**src/rtl/button_debounce_pkg.sv**
```systemverilog
// Shared board timing for the button front-end: clock rate and time-to-cycle helpers used to
// size debounce and long-press windows.
package button_debounce_pkg;

   localparam int unsigned CLK_HZ = 50_000_000;
   localparam int unsigned CYCLES_PER_MS = CLK_HZ / 1000;

   // Cycles in a given number of milliseconds at CLK_HZ.
   function automatic int unsigned ms_to_cycles(input int unsigned ms);
      return CYCLES_PER_MS * ms;
   endfunction

   // Counter width able to hold 0 .. cycles-1, never narrower than one bit.
   function automatic int unsigned cnt_width(input int unsigned cycles);
      return (cycles <= 2) ? 1 : $clog2(cycles);
   endfunction

endpackage

```
**src/rtl/button_debounce_if.sv**
```systemverilog
// Signal bundle between a debounced button and its user logic.
// 'release' is a language keyword, so the release pulse is carried as btn_release.
interface button_debounce_if;

   logic btn_in;
   logic btn_level;
   logic press;
   logic btn_release;
   logic long_press;
   logic toggle;

   // Board/user side: drives the raw pin, consumes the clean events.
   modport master (
      output btn_in,
      input  btn_level,
      input  press,
      input  btn_release,
      input  long_press,
      input  toggle
   );

   // Debouncer side.
   modport slave (
      input  btn_in,
      output btn_level,
      output press,
      output btn_release,
      output long_press,
      output toggle
   );

endinterface

```
**src/rtl/sync_2ff.sv**
```systemverilog
// Single-bit two-flop synchronizer for asynchronous board inputs.
// Both stages load RESET_VAL under synchronous reset.
module sync_2ff #(
   parameter logic RESET_VAL = 1'b0
) (
   input  logic clk,
   input  logic rst,
   input  logic d,
   output logic q
);

   logic meta_q;
   logic sync_q;

   always_ff @(posedge clk) begin
      if (rst) begin
         meta_q <= RESET_VAL;
         sync_q <= RESET_VAL;
      end else begin
         meta_q <= d;
         sync_q <= meta_q;
      end
   end

   assign q = sync_q;

endmodule

```
**src/rtl/button_debounce.sv**
```systemverilog
// Push-button front-end: synchronizes and debounces a raw pin, then emits registered
// press/release/long-press pulses and a press-toggled bit.
module button_debounce
   import button_debounce_pkg::*;
#(
   parameter int unsigned DEBOUNCE_CYCLES = ms_to_cycles(5),
   parameter int unsigned LONG_CYCLES     = ms_to_cycles(500),
   parameter bit          ACTIVE_LOW      = 1'b1
) (
   input logic              clk,
   input logic              rst,
   button_debounce_if.slave bus
);

   localparam int unsigned DW = cnt_width(DEBOUNCE_CYCLES);
   localparam int unsigned HW = cnt_width(LONG_CYCLES);
   localparam logic [DW-1:0] DCNT_MAX = DW'(DEBOUNCE_CYCLES - 1);
   localparam logic [HW-1:0] HCNT_MAX = HW'(LONG_CYCLES - 1);

   typedef enum logic [1:0] {
      StIdle,
      StHeld,
      StLong
   } state_e;

   // ---------------------------------------------------------------------------------------
   // Input synchronization: flops reset to the released pin value so that reset never
   // looks like an edge.
   // ---------------------------------------------------------------------------------------
   logic pin_sync;
   logic s;

   sync_2ff #(
      .RESET_VAL (ACTIVE_LOW)
   ) u_sync (
      .clk (clk),
      .rst (rst),
      .d   (bus.btn_in),
      .q   (pin_sync)
   );

   assign s = ACTIVE_LOW ? ~pin_sync : pin_sync;

   // ---------------------------------------------------------------------------------------
   // Debounce: any cycle where s agrees with the level restarts the count.
   // ---------------------------------------------------------------------------------------
   logic [DW-1:0] dcnt_q, dcnt_d;
   logic          level_q, level_d;
   logic          commit;
   logic          commit_rise;
   logic          commit_fall;

   always_comb begin
      dcnt_d  = '0;
      level_d = level_q;
      commit  = 1'b0;
      if (s != level_q) begin
         if (dcnt_q == DCNT_MAX) begin
            level_d = s;
            commit  = 1'b1;
         end else begin
            dcnt_d = dcnt_q + 1'b1;
         end
      end
   end

   assign commit_rise = commit & s;
   assign commit_fall = commit & ~s;

   // ---------------------------------------------------------------------------------------
   // Hold tracking FSM.
   // ---------------------------------------------------------------------------------------
   state_e        state_q, state_d;
   logic [HW-1:0] hcnt_q, hcnt_d;
   logic          press_q, press_d;
   logic          release_q, release_d;
   logic          long_q, long_d;
   logic          toggle_q, toggle_d;

   always_comb begin
      state_d   = state_q;
      hcnt_d    = hcnt_q;
      press_d   = 1'b0;
      release_d = 1'b0;
      long_d    = 1'b0;
      case (state_q)
         StIdle: begin
            hcnt_d = '0;
            if (commit_rise) begin
               state_d = StHeld;
               press_d = 1'b1;
            end
         end
         StHeld: begin
            // A release landing on the long-press cycle suppresses the long press.
            if (commit_fall) begin
               state_d   = StIdle;
               release_d = 1'b1;
               hcnt_d    = '0;
            end else if (hcnt_q == HCNT_MAX) begin
               state_d = StLong;
               long_d  = 1'b1;
            end else begin
               hcnt_d = hcnt_q + 1'b1;
            end
         end
         StLong: begin
            if (commit_fall) begin
               state_d   = StIdle;
               release_d = 1'b1;
               hcnt_d    = '0;
            end
         end
         default: begin
            state_d = StIdle;
            hcnt_d  = '0;
         end
      endcase
      toggle_d = toggle_q ^ press_d;
   end

   always_ff @(posedge clk) begin
      if (rst) begin
         dcnt_q    <= '0;
         level_q   <= 1'b0;
         state_q   <= StIdle;
         hcnt_q    <= '0;
         press_q   <= 1'b0;
         release_q <= 1'b0;
         long_q    <= 1'b0;
         toggle_q  <= 1'b0;
      end else begin
         dcnt_q    <= dcnt_d;
         level_q   <= level_d;
         state_q   <= state_d;
         hcnt_q    <= hcnt_d;
         press_q   <= press_d;
         release_q <= release_d;
         long_q    <= long_d;
         toggle_q  <= toggle_d;
      end
   end

   assign bus.btn_level   = level_q;
   assign bus.press       = press_q;
   assign bus.btn_release = release_q;
   assign bus.long_press  = long_q;
   assign bus.toggle      = toggle_q;

endmodule

```
**src/flat_wrapper.sv**
```systemverilog
// flat-port wrapper written by rule: the top's interface ports become plain ports
module button_debounce_flat import button_debounce_pkg::*;
#(
   parameter int unsigned DEBOUNCE_CYCLES = ms_to_cycles(5),
   parameter int unsigned LONG_CYCLES     = ms_to_cycles(500),
   parameter bit          ACTIVE_LOW      = 1'b1
)
  (clk, rst, bus_btn_in, bus_btn_level, bus_press, bus_btn_release, bus_long_press, bus_toggle);
  button_debounce_if bus_i ();
  input logic clk;
  input logic rst;
  input wire logic [$bits(bus_i.btn_in)-1:0] bus_btn_in;
  output wire logic [$bits(bus_i.btn_level)-1:0] bus_btn_level;
  output wire logic [$bits(bus_i.press)-1:0] bus_press;
  output wire logic [$bits(bus_i.btn_release)-1:0] bus_btn_release;
  output wire logic [$bits(bus_i.long_press)-1:0] bus_long_press;
  output wire logic [$bits(bus_i.toggle)-1:0] bus_toggle;
  assign bus_i.btn_in = bus_btn_in;
  assign bus_btn_level = bus_i.btn_level;
  assign bus_press = bus_i.press;
  assign bus_btn_release = bus_i.btn_release;
  assign bus_long_press = bus_i.long_press;
  assign bus_toggle = bus_i.toggle;
  button_debounce #(.DEBOUNCE_CYCLES(DEBOUNCE_CYCLES), .LONG_CYCLES(LONG_CYCLES), .ACTIVE_LOW(ACTIVE_LOW)) u_core (.clk(clk), .rst(rst), .bus(bus_i));
endmodule
```
**config.mk**
```make
export PLATFORM = sky130hd
export DESIGN_NAME = button_debounce_flat
export DESIGN_NICKNAME = d
export VERILOG_FILES = /design/src/rtl/button_debounce_pkg.sv /design/src/rtl/button_debounce_if.sv /design/src/rtl/sync_2ff.sv /design/src/rtl/button_debounce.sv /design/src/flat_wrapper.sv
export SDC_FILE = /design/constraint.sdc
export NUM_CORES = 1
export LEC_CHECK = 0
export CAP_MARGIN = 10
export CORE_MARGIN = 4
export CORE_UTILIZATION = 45
export DETAILED_ROUTE_END_ITERATION = 8
export MAX_ROUTING_LAYER = met4
export PLACE_DENSITY = 0.69
export SETUP_SLACK_MARGIN = 0.5
export SLEW_MARGIN = 20
export SYNTH_ARGS = -nofsm -noshare
export SYNTH_HDL_FRONTEND = slang
export SYNTH_SLANG_ARGS = --single-unit
```
**constraint.sdc**
```tcl
create_clock -name clk -period 2.45 [get_ports clk]
set_clock_uncertainty 0.05 [all_clocks]
set_input_delay 0.49 -clock clk [delete_from_list [all_inputs] [get_ports clk]]
set_output_delay 0.49 -clock clk [all_outputs]
set_load 0.02 [all_outputs]
```
# Word-level counts from Yosys, hierarchy flattened
# Index checks and enable logic that the tools add are counted.
# W data, S select, Z words.
[word_totals]
register_bits = 52
latch_bits = 0
ramBits = 0
mem_bits_ro = 0
out_inout_bits = 5
elab_cells = 51
n_memories = 0
[classes]
add_sub_neg = 2
n_mul = 0
div = 0
n_lt_le_gt_ge = 0
eq_ne = 9
shifts = 0
n_mux = 15
bitwise_logic = 7
reduce_logical = 8
[ops]
columns = ["operator", "count"]
rows = [
  ["$mux W25", 3],
  ["$pmux W25 S2", 1],
  ["$add A25 B1 Y25 const B", 1],
  ["$eq A25 B25 Y1 const B", 1],
  ["$add A18 B1 Y18 const B", 1],
  ["$eq A18 B18 Y1 const B", 1],
  ["$mux W2", 4],
  ["$mux W1", 6],
  ["$pmux W2 S3", 1],
  ["$reduce_or A3 Y1", 2],
  ["$ne A2 B1 Y1 const B", 2],
  ["$not A1 Y1", 4],
  ["$reduce_and A2 Y1", 2],
  ["$reduce_or A2 Y1", 2],
  ["$ne A3 B1 Y1 const B", 1],
  ["$ne A3 B2 Y1 const B", 1],
  ["$reduce_and A3 Y1", 1],
  ["$and A1 B1 Y1", 2],
  ["$eq A2 B1 Y1 const B", 1],
  ["$eq A2 B2 Y1 const B", 1],
  ["$logic_not A2 Y1", 1],
  ["$ne A1 B1 Y1", 1],
  ["$xor A1 B1 Y1", 1],
]

# Logic depth before layout (Yosys ltp)
# Gate-level depths: netlist (run 1).
[depth]
depth_word = 7
depth_mapped = 9
ltp_nobuf = 7

# Hierarchy
# Synthesis (run 1) repeated with hierarchy kept, for this count alone.
[hier_totals]
cells_unflattened = 326
hier_area_um2 = 2737.6
[modules_own_cells]
columns = ["mod", "n_inst", "cells_per_inst", "area_each_um2", "seq_area_each_um2"]
rows = [
  ["button_debounce", 1, 322, 2685.1, 1001.0],
  ["sync_2ff", 1, 4, 52.6, 40.0],
]

# Least setup slack after synthesis (run 1)
# No wires, ideal clock.
[synth_timing]
path_kind = "flip-flop to flip-flop"
from = "register u_core.hcnt_q[0]"
to = "register u_core.hcnt_q[8]"
setup_time_ns = 0.087
arrival_time_ns = 1.981
required_time_ns = 2.313
setup_slack_ns = 0.332
stages_incl_launch_ff = 9
path_buffers = 1
synth_period_minus_slack_ns = 2.118
cell_sequence = "dfxtp_1 -> ha_1 -> and4_4 -> nand4_2 -> o31a_1 -> buf_6 -> or2_4 -> a211o_1 -> o31ai_1"
[synth_via]
elab_chain_len = 4
elab_cells_between_ends = 7
[synth_lines]
columns = ["item", "line_no", "source"]
rows = [
  ["start, declared", "button_debounce.sv:74", "logic [HW-1:0] hcnt_q, hcnt_d;"],
  ["start signal, assigned", "button_debounce.sv:136", "hcnt_q <= hcnt_d;"],
  ["$add A25 B1 Y25", "button_debounce.sv:104", "hcnt_d = hcnt_q + 1'b1;"],
  ["$mux W25", "button_debounce.sv:100", "end else if (hcnt_q == HCNT_MAX) begin"],
  ["$mux W25", "button_debounce.sv:96", "if (commit_fall) begin"],
  ["$pmux W25 S2", "button_debounce.sv:86", "case (state_q)"],
]
# Several ways; a longest one is shown, not always the timed one. The select of a mux whose other input is x is not followed.
# A chain may end at the register's enable or synchronous reset.

# Worst setup path after layout (run 1)
# Same ends and word-level chain as after synthesis.

==> metrics.md, run 1 <==
| Metric | Value |
|---|---|
| Diode count | 0 |
| Synth top area share | 0.389 |
| Pwr dens | 397 nW/um^2 |
| Cells on worst reg2reg path | 7 |
| Tmin final | 2.05 ns |
| FF-to-FF Start | u_core.hcnt_q[0]$_SDFFE_PP0P_ |
| Outcome | completed |
| Synthesis-to-finish area growth | 28.3% |
| Starting Density | 0.474 |
| Maximum clock frequency | 0.488 GHz |
| Sum Neg Setup Slack | 0 ns |
| Async S/R FF share, synth | 0 |
| Reg2reg end | u_core.hcnt_q[8]$_SDFFE_PP0P_ |
| Die Span X | approximately 85 um |
| Largest net degree at the start of global routing | 27 |
| Area leader, netlist | dfxtp_1 |
| Reg area | 1070 um^2 |
| Pre-antenna DRT Iters | 5 |
| Pins Over Slew Limit | 0 |
| Clk sinks | 52 |
| Vias in the first global route | 2384 |
| Clk root buf | clkbuf_8 |
| Peak VDD IR | about 0.28 mV |
| WL/cell | 16.2 um |
| Clk_lat worst skew | 0.30 ns |
| Fill cells | 477 |
| Via count | 2552 |
| Maximum clock insertion buffer count | 2 |
| Cts hold-fix bufs | 0 |
| Max-cap viol count | 0 |
| Synth Flop Type | dfxtp_1 |
| CTS tree | yes |
| Worst EP arrival | 2.22 ns |
| Core Region | approximately 5600 um^2 |
| Avg Vias per Cell | 5.95 |
| Antenna viol nets, final | 0 |
| Count leader, synth | dfxtp_1 |
| Critical path type | reg2reg |
| YS warnings | 0 |
| Dpl hpwl | approximately 4500 um |
| Grt ovf | 0 |
| Global-route wire length before repair | 11400 um |
| Worst Setup SP | u_core.hcnt_q[0]$_SDFFE_PP0P_ |
| DRC | 0 |
| Gpl congestion | 0.908 |
| Die area | a little over 7000 um^2 |
| Lkg Pwr | between 1 and 1.5 nW |
| I/O Buffers | 7 |
| Mapped Cells | ~320 |
| Reg-to-reg slack, setup | 0.40 ns |
| Die Y | 85.1 um |
| Share of layout cells above drive strength 1 | 0.308 |
| Critical path peak fanout | 5 |
| Layout net count | about 360 |
| Fin crit share | 0.836 |
| CP required | around 2.6 ns |
| Average cell area after synthesis | 8.41 um^2 |
| Synth area leaders | dfxtp_1, nor2_1, nand3_1 |
| Syn Nets | approximately 330 |
| Rel. slew slack | 0.750 |
| Fin. Hold Viols | 0 |
| Io pins | 8 |
| Final setup viols | 0 |
| Mapped cell area | 2670 um^2 |
| Synth Register Bits | 52 |
| Clock-pin slew on the worst setup and hold paths | 0.10 ns |
| DRT iter0 DRCs | 266 |
| Post-synth cell types | 54 |
| Worst Hold Class | reg2reg |
| Initial antenna violation count | 0 |
| Utilization after layout | 0.608 |
| Worst-margin pin slew | 0.374 ns |
| Post-synth EDFFs | 0 |
| Top post-synthesis cells by count | dfxtp_1, nor2_1, nand2_1, nand3_1, a21oi_1 |
| Startpoint Class | flop |
| RSZ-0062 raised after global routing | true |
| Critical path endpoint | u_core.hcnt_q[8]$_SDFFE_PP0P_ |
| Multi-input gate area | approximately 1800 um^2 |
| Seq/Total Area, Yosys | 0.389 |
| DRT Wirelength | 6970 um |
| # rows | 27 |
| All-Layer GR Usage | 0.198 |
| Crit end category | flop |
| Htree depth | 2 |
| CTS buffer count | 5 |
==> cell type report <==
type,count,share of cell area
multi-input cells,245,0.518
flip-flops and latches,52,0.313
repair buffers,43,0.108
well taps,72,0.0263
clock buffers,6,0.0212
inverters,9,0.00985
clock inverters,2,0.00474
==> worst max-delay path: stages, from the launching register on <==
cell and delay, ns:
dfxtp_4 0.37, ha_4 0.13, and4_4 0.25, nand4_4 0.11, o31a_1 0.41, or2_4 0.31
a211o_1 0.29, o31ai_2 0.06
==> report_power, final <==
group	internal (mW)	leakage, nW	total [mW]	switching (mW)
clock network	0.204	0.0414	0.491	0.287
registers	0.842	0.429	0.844	0.00162
logic	0.0114	0.676	0.0281	0.0167
==> layout by cell type, fill, tap and decap left out, drive strengths merged, types with 2 or more instances in the layout <==
master | synthesis | final
nor4b | 2 | 2
nand2b | 3 | 3
nor2 | 34 | 34
buf | 3 | 36
or3 | 8 | 8
a21oi | 20 | 20
nor3 | 3 | 3
inv | 9 | 9
a31oi | 6 | 6
and3 | 8 | 8
o22ai | 3 | 3
o32ai | 4 | 4
xor2 | 8 | 8
nand2 | 27 | 27
o21ai | 13 | 13
nand3 | 21 | 21
nor2b | 3 | 3
and4 | 5 | 5
o31ai | 7 | 7
nand3b | 5 | 5
nand4 | 13 | 13
and2 | 2 | 2
o21a | 4 | 4
clkbuf | 9 | 6
a211oi | 2 | 2
a211o | 2 | 2
dfxtp | 52 | 52
or2 | 5 | 5
ha | 5 | 5
nor3b | 3 | 3
xnor2 | 6 | 6
clkdlybuf4s50 | 0 | 6
or4 | 3 | 3
nor4 | 8 | 8
==> routing by layer <==
metal	vias to the layer above	part of all wire	global-route usage
met5	-	0	-
met4	0	0.020	0.0734
met3	15	0.061	0.0359
met2	91	0.48	0.306
met1	1190	0.44	0.257
li1	1256	-	-
==> kinds of logic (layout without fill, tap and decap cells) <==
| group | count (synthesis) | after routing | synth area share |
|---|---|---|---|
| AOI/OAI and AO/OA | 69 | 69 | 0.168 |
| xor gates and xnor gates | 14 | 14 | 0.0459 |
| adders and majority gates | 5 | 5 | 0.0234 |
| buffers and inverters | 21 | 60 | 0.0356 |
| DFF | 52 | 52 | 0.389 |
| and+or+nand+nor | 157 | 157 | 0.338 |
==> state kept, by name, summed over array words and instances, names as in the netlist <==
register	cells
u_core.bus.btn_release	1
u_core.bus.toggle	1
u_core.u_sync.meta_q	1
u_core.u_sync.q	1
u_core.state_q	2
u_core.dcnt_q	18
u_core.bus.btn_level	1
u_core.hcnt_q	25
u_core.bus.press	1
u_core.bus.long_press	1
==> worst min path at each step <==
stage | from | cells past startpoint | end
CTS | u_core.u_sync.meta_q$_SDFF_PP1_ | 1 | u_core.u_sync.q$_SDFF_PP1_
detailed placement | u_core.u_sync.meta_q$_SDFF_PP1_ | 1 | u_core.u_sync.q$_SDFF_PP1_
global placement | u_core.u_sync.meta_q$_SDFF_PP1_ | 1 | u_core.u_sync.q$_SDFF_PP1_
floorplan | u_core.u_sync.meta_q$_SDFF_PP1_ | 1 | u_core.u_sync.q$_SDFF_PP1_
finish | u_core.u_sync.meta_q$_SDFF_PP1_ | 1 | u_core.u_sync.q$_SDFF_PP1_
global route | u_core.u_sync.meta_q$_SDFF_PP1_ | 1 | u_core.u_sync.q$_SDFF_PP1_
==> metrics by stage <==
stage                     hold WS, ns  total power [mW]  worst slack, ns  cells  cell area, um^2
after global routing            0.403              1.42            0.357    429             3430
after detailed placement        0.366             0.888            0.166    395             2900
after global placement          0.362             0.888            0.237    395             2900
final                           0.371              1.36            0.401    429             3430
after CTS                       0.379              1.38            0.425    417             3180
after floorplan                 0.339             0.879            0.510    318             2730
==> what timing repair did <==
action	4_1_cts	5_1_grt
pin swaps	8	22
gates cloned	0	0
gates resized for setup	26	42
setup endpoints to repair	39	30
buffers inserted	14	12
(Power assumes the default switching activity.)
==> run 2, diff against run 1 <==
- PLACE_DENSITY: 0.69 -> 0.72
- clock period: 2.45 -> 1.68 ns (I/O delays scaled with it)
==> metrics.md, run 2 (same netlist as run 1, synthesis figures left out) <==
| Metric | Value |
|---|---|
| RSZ-0062 raised after global routing | true |
| Antenna viol nets, final | 0 |
| Fin. Hold Viols | 0 |
| WL/cell | 22.3 um |
| Die area | 7240 um^2 |
| Io pins | 8 |
| Cells on worst reg2reg path | 8 |
| Placed Area | 3770 um^2 |
| Design area | 4570 um^2 |
| Core Region | 5640 um^2 |
| End of the worst hold path | u_core.u_sync.q$_SDFF_PP1_ |
| Largest regs | u_core.hcnt_q: 25 flops, u_core.dcnt_q: 18 flops, u_core.state_q: 2 flops |
| Layout net count | 466 |
| Lkg Pwr | 1.80 nW |
| Top delay family on crit path | simple AND/OR/NAND/NOR gates |
| Synthesis-to-finish area growth | 70.8% |
| Reg2reg end | u_core.hcnt_q[22]$_SDFFE_PP0P_ |
| Slowest stage delay, CP | between 0.4 and 0.5 ns |
| Startpoint Class | flop |
| Outcome | finished with violations |
| Diode count | 0 |
| Largest reg by FF count | u_core.hcnt_q |
| Vias in the first global route | about 3200 |
| I/O Buffers | 7 |
| Tmin final | 2.21 ns |
| Starting Density | 0.474 |
| Hold Startpoint | u_core.u_sync.meta_q$_SDFF_PP1_ |
| Non-filler cells in the finished layout | 531 |
| Most frequent cells in the layout | buf_4, buf_6, dfxtp_2, dfxtp_1, nand2_1 |
| DRT iter0 DRCs | 407 |
| # rows | 27 |
| Via count | 3473 |
| Maximum clock frequency | 0.453 GHz |
| Critical Path, Cell by Cell | nand4_1, buf_6, nor3_4, buf_6, nand4_1, nor4_2, nand2_1, a21oi_2 |
| Worst-margin pin slew | 0.400 ns |
| Commonest non-fill, non-tap cell in the layout | buf_4 |
| Dpl hpwl | ~5700 um |
| Clk root buf | clkbuf_8 |
| Pwr dens | a little under 500 nW/um^2 |
| Fin crit share | 1.31 |
| Htree depth | 2 |
| Grt ovf | 0 |
| Pins Over Slew Limit | 0 |
| Crit end category | flop |
| Final setup viols | slightly below 50 |
| Maximum clock insertion buffer count | 2 |
| Clock-pin slew on the worst setup and hold paths | 0.12 ns |
| Share of layout cells above drive strength 1 | 0.590 |
| Gpl congestion | 0.922 |
| Avg Vias per Cell | 6.54 |
| Critical path type | reg2reg |
| Placed cell count | 496 |
| FF-to-FF Start | u_core.hcnt_q[8]$_SDFFE_PP0P_ |
| Pre-antenna DRT Iters | 5 |
| Global-route wire length before repair | 15200 um |
| Worst EP arrival | between 2 and 2.5 ns |
| Clk sinks | 52 |
| Violated checks | negative setup slack |
| Die Y | 85.1 um |
| Peak VDD IR | 0.477 mV |
| CTS buffer count | 5 |
| Post-Place Setup Slack | -0.240 ns |
| Reg-to-reg slack, setup | -0.53 ns |
| DRC | 0 |
| Hold WS | between 0.4 and 0.5 ns |
| DRT Wirelength | 11900 um |
| Slowest CP cell | dfxtp_1 |
| Max FFs per register | 25 |
| Worst Hold Class | reg2reg |
| Critical path peak fanout | 4 |
| CP required | 1.87 ns |
| Fill cells | roughly 300 |
| Buffers plus inverters on the worst setup path | 2 |
| Hold path depth | 1 |
| Rel. slew slack | 0.732 |
| All-Layer GR Usage | 0.269 |
| Total power | approximately 2.2 mW |
| Die Span X | 85.1 um |
| Max-cap viol count | 0 |
| Worst setup margin | -0.527 ns |
| Clk_lat worst skew | around 0.32 ns |
| CTS tree | yes |
| Cts hold-fix bufs | 0 |
| Initial antenna violation count | 0 |
| Largest net degree at the start of global routing | 17 |
[run 2: routing by layer]
layer	track usage	wire [um]	vias up
met5	-	0	-
li1	-	-	1453
met2	0.450	5760	270
met4	0.117	875	0
met1	0.311	4250	1645
met3	0.0534	971	105
[run 2: cell type report]
cell class / count / area [um^2] / area share
multi-input cells: 246 / 2020 / 0.443
inverters: 9 / 33.8 / 0.00740
flip-flops and latches: 52 / 1090 / 0.238
well taps: 72 / 90.1 / 0.0197
clock buffers: 6 / 82.6 / 0.0181
clock inverters: 2 / 38.8 / 0.00849
repair buffers: 144 / 1210 / 0.266
[run 2: report_power, final]
group	internal (mW)	switching (mW)	leakage, nW
Combinational	0.0320	0.0418	1.31
Sequential	1.23	0.00294	0.435
Clock	0.488	0.450	0.0614
[run 2: worst max-delay path by stage]
stage / start / end / slack [ns] / cells after the start
floorplan: u_core.hcnt_q[1]$_SDFFE_PP0P_ / u_core.hcnt_q[8]$_SDFFE_PP0P_ / -0.22 / 8
global placement: u_core.dcnt_q[5]$_SDFF_PP0_ / u_core.hcnt_q[17]$_SDFFE_PP0P_ / -0.22 / 7
detailed placement: u_core.dcnt_q[5]$_SDFF_PP0_ / u_core.hcnt_q[17]$_SDFFE_PP0P_ / -0.24 / 7
CTS: u_core.hcnt_q[1]$_SDFFE_PP0P_ / u_core.hcnt_q[2]$_SDFFE_PP0P_ / -0.24 / 9
global route: u_core.hcnt_q[8]$_SDFFE_PP0P_ / u_core.hcnt_q[22]$_SDFFE_PP0P_ / -0.51 / 8
finish: u_core.hcnt_q[8]$_SDFFE_PP0P_ / u_core.hcnt_q[22]$_SDFFE_PP0P_ / -0.53 / 8
[run 2: per-stage QoR]
step	utilization	setup TNS, ns
2_1_floorplan	-	-1.55
3_3_place_gp	0.668	-3.63
3_5_place_dp	0.668	-4.05
4_1_cts	0.754	-3.73
5_1_grt	0.810	-14.06
6_report	0.810	-13.66
[run 2: worst register-to-register path, delay by kind of cell, from the launching register on]
| family | cells | cell delay [ns] |
|---|---|---|
| flops | 1 | 0.46 |
| simple gates | 5 | 1.14 |
| compound gates | 1 | 0.17 |
| buf+inv | 2 | 0.32 |
[run 2: timing repair]
item / 4_1_cts / 5_1_grt
gates resized for setup: 89 / 66
endpoints found under the hold margin: 0 / 0
gates cloned: 2 / 0
endpoints found under the setup margin: 57 / 57
pin swaps: 25 / 23
buffers inserted: 15 / 10
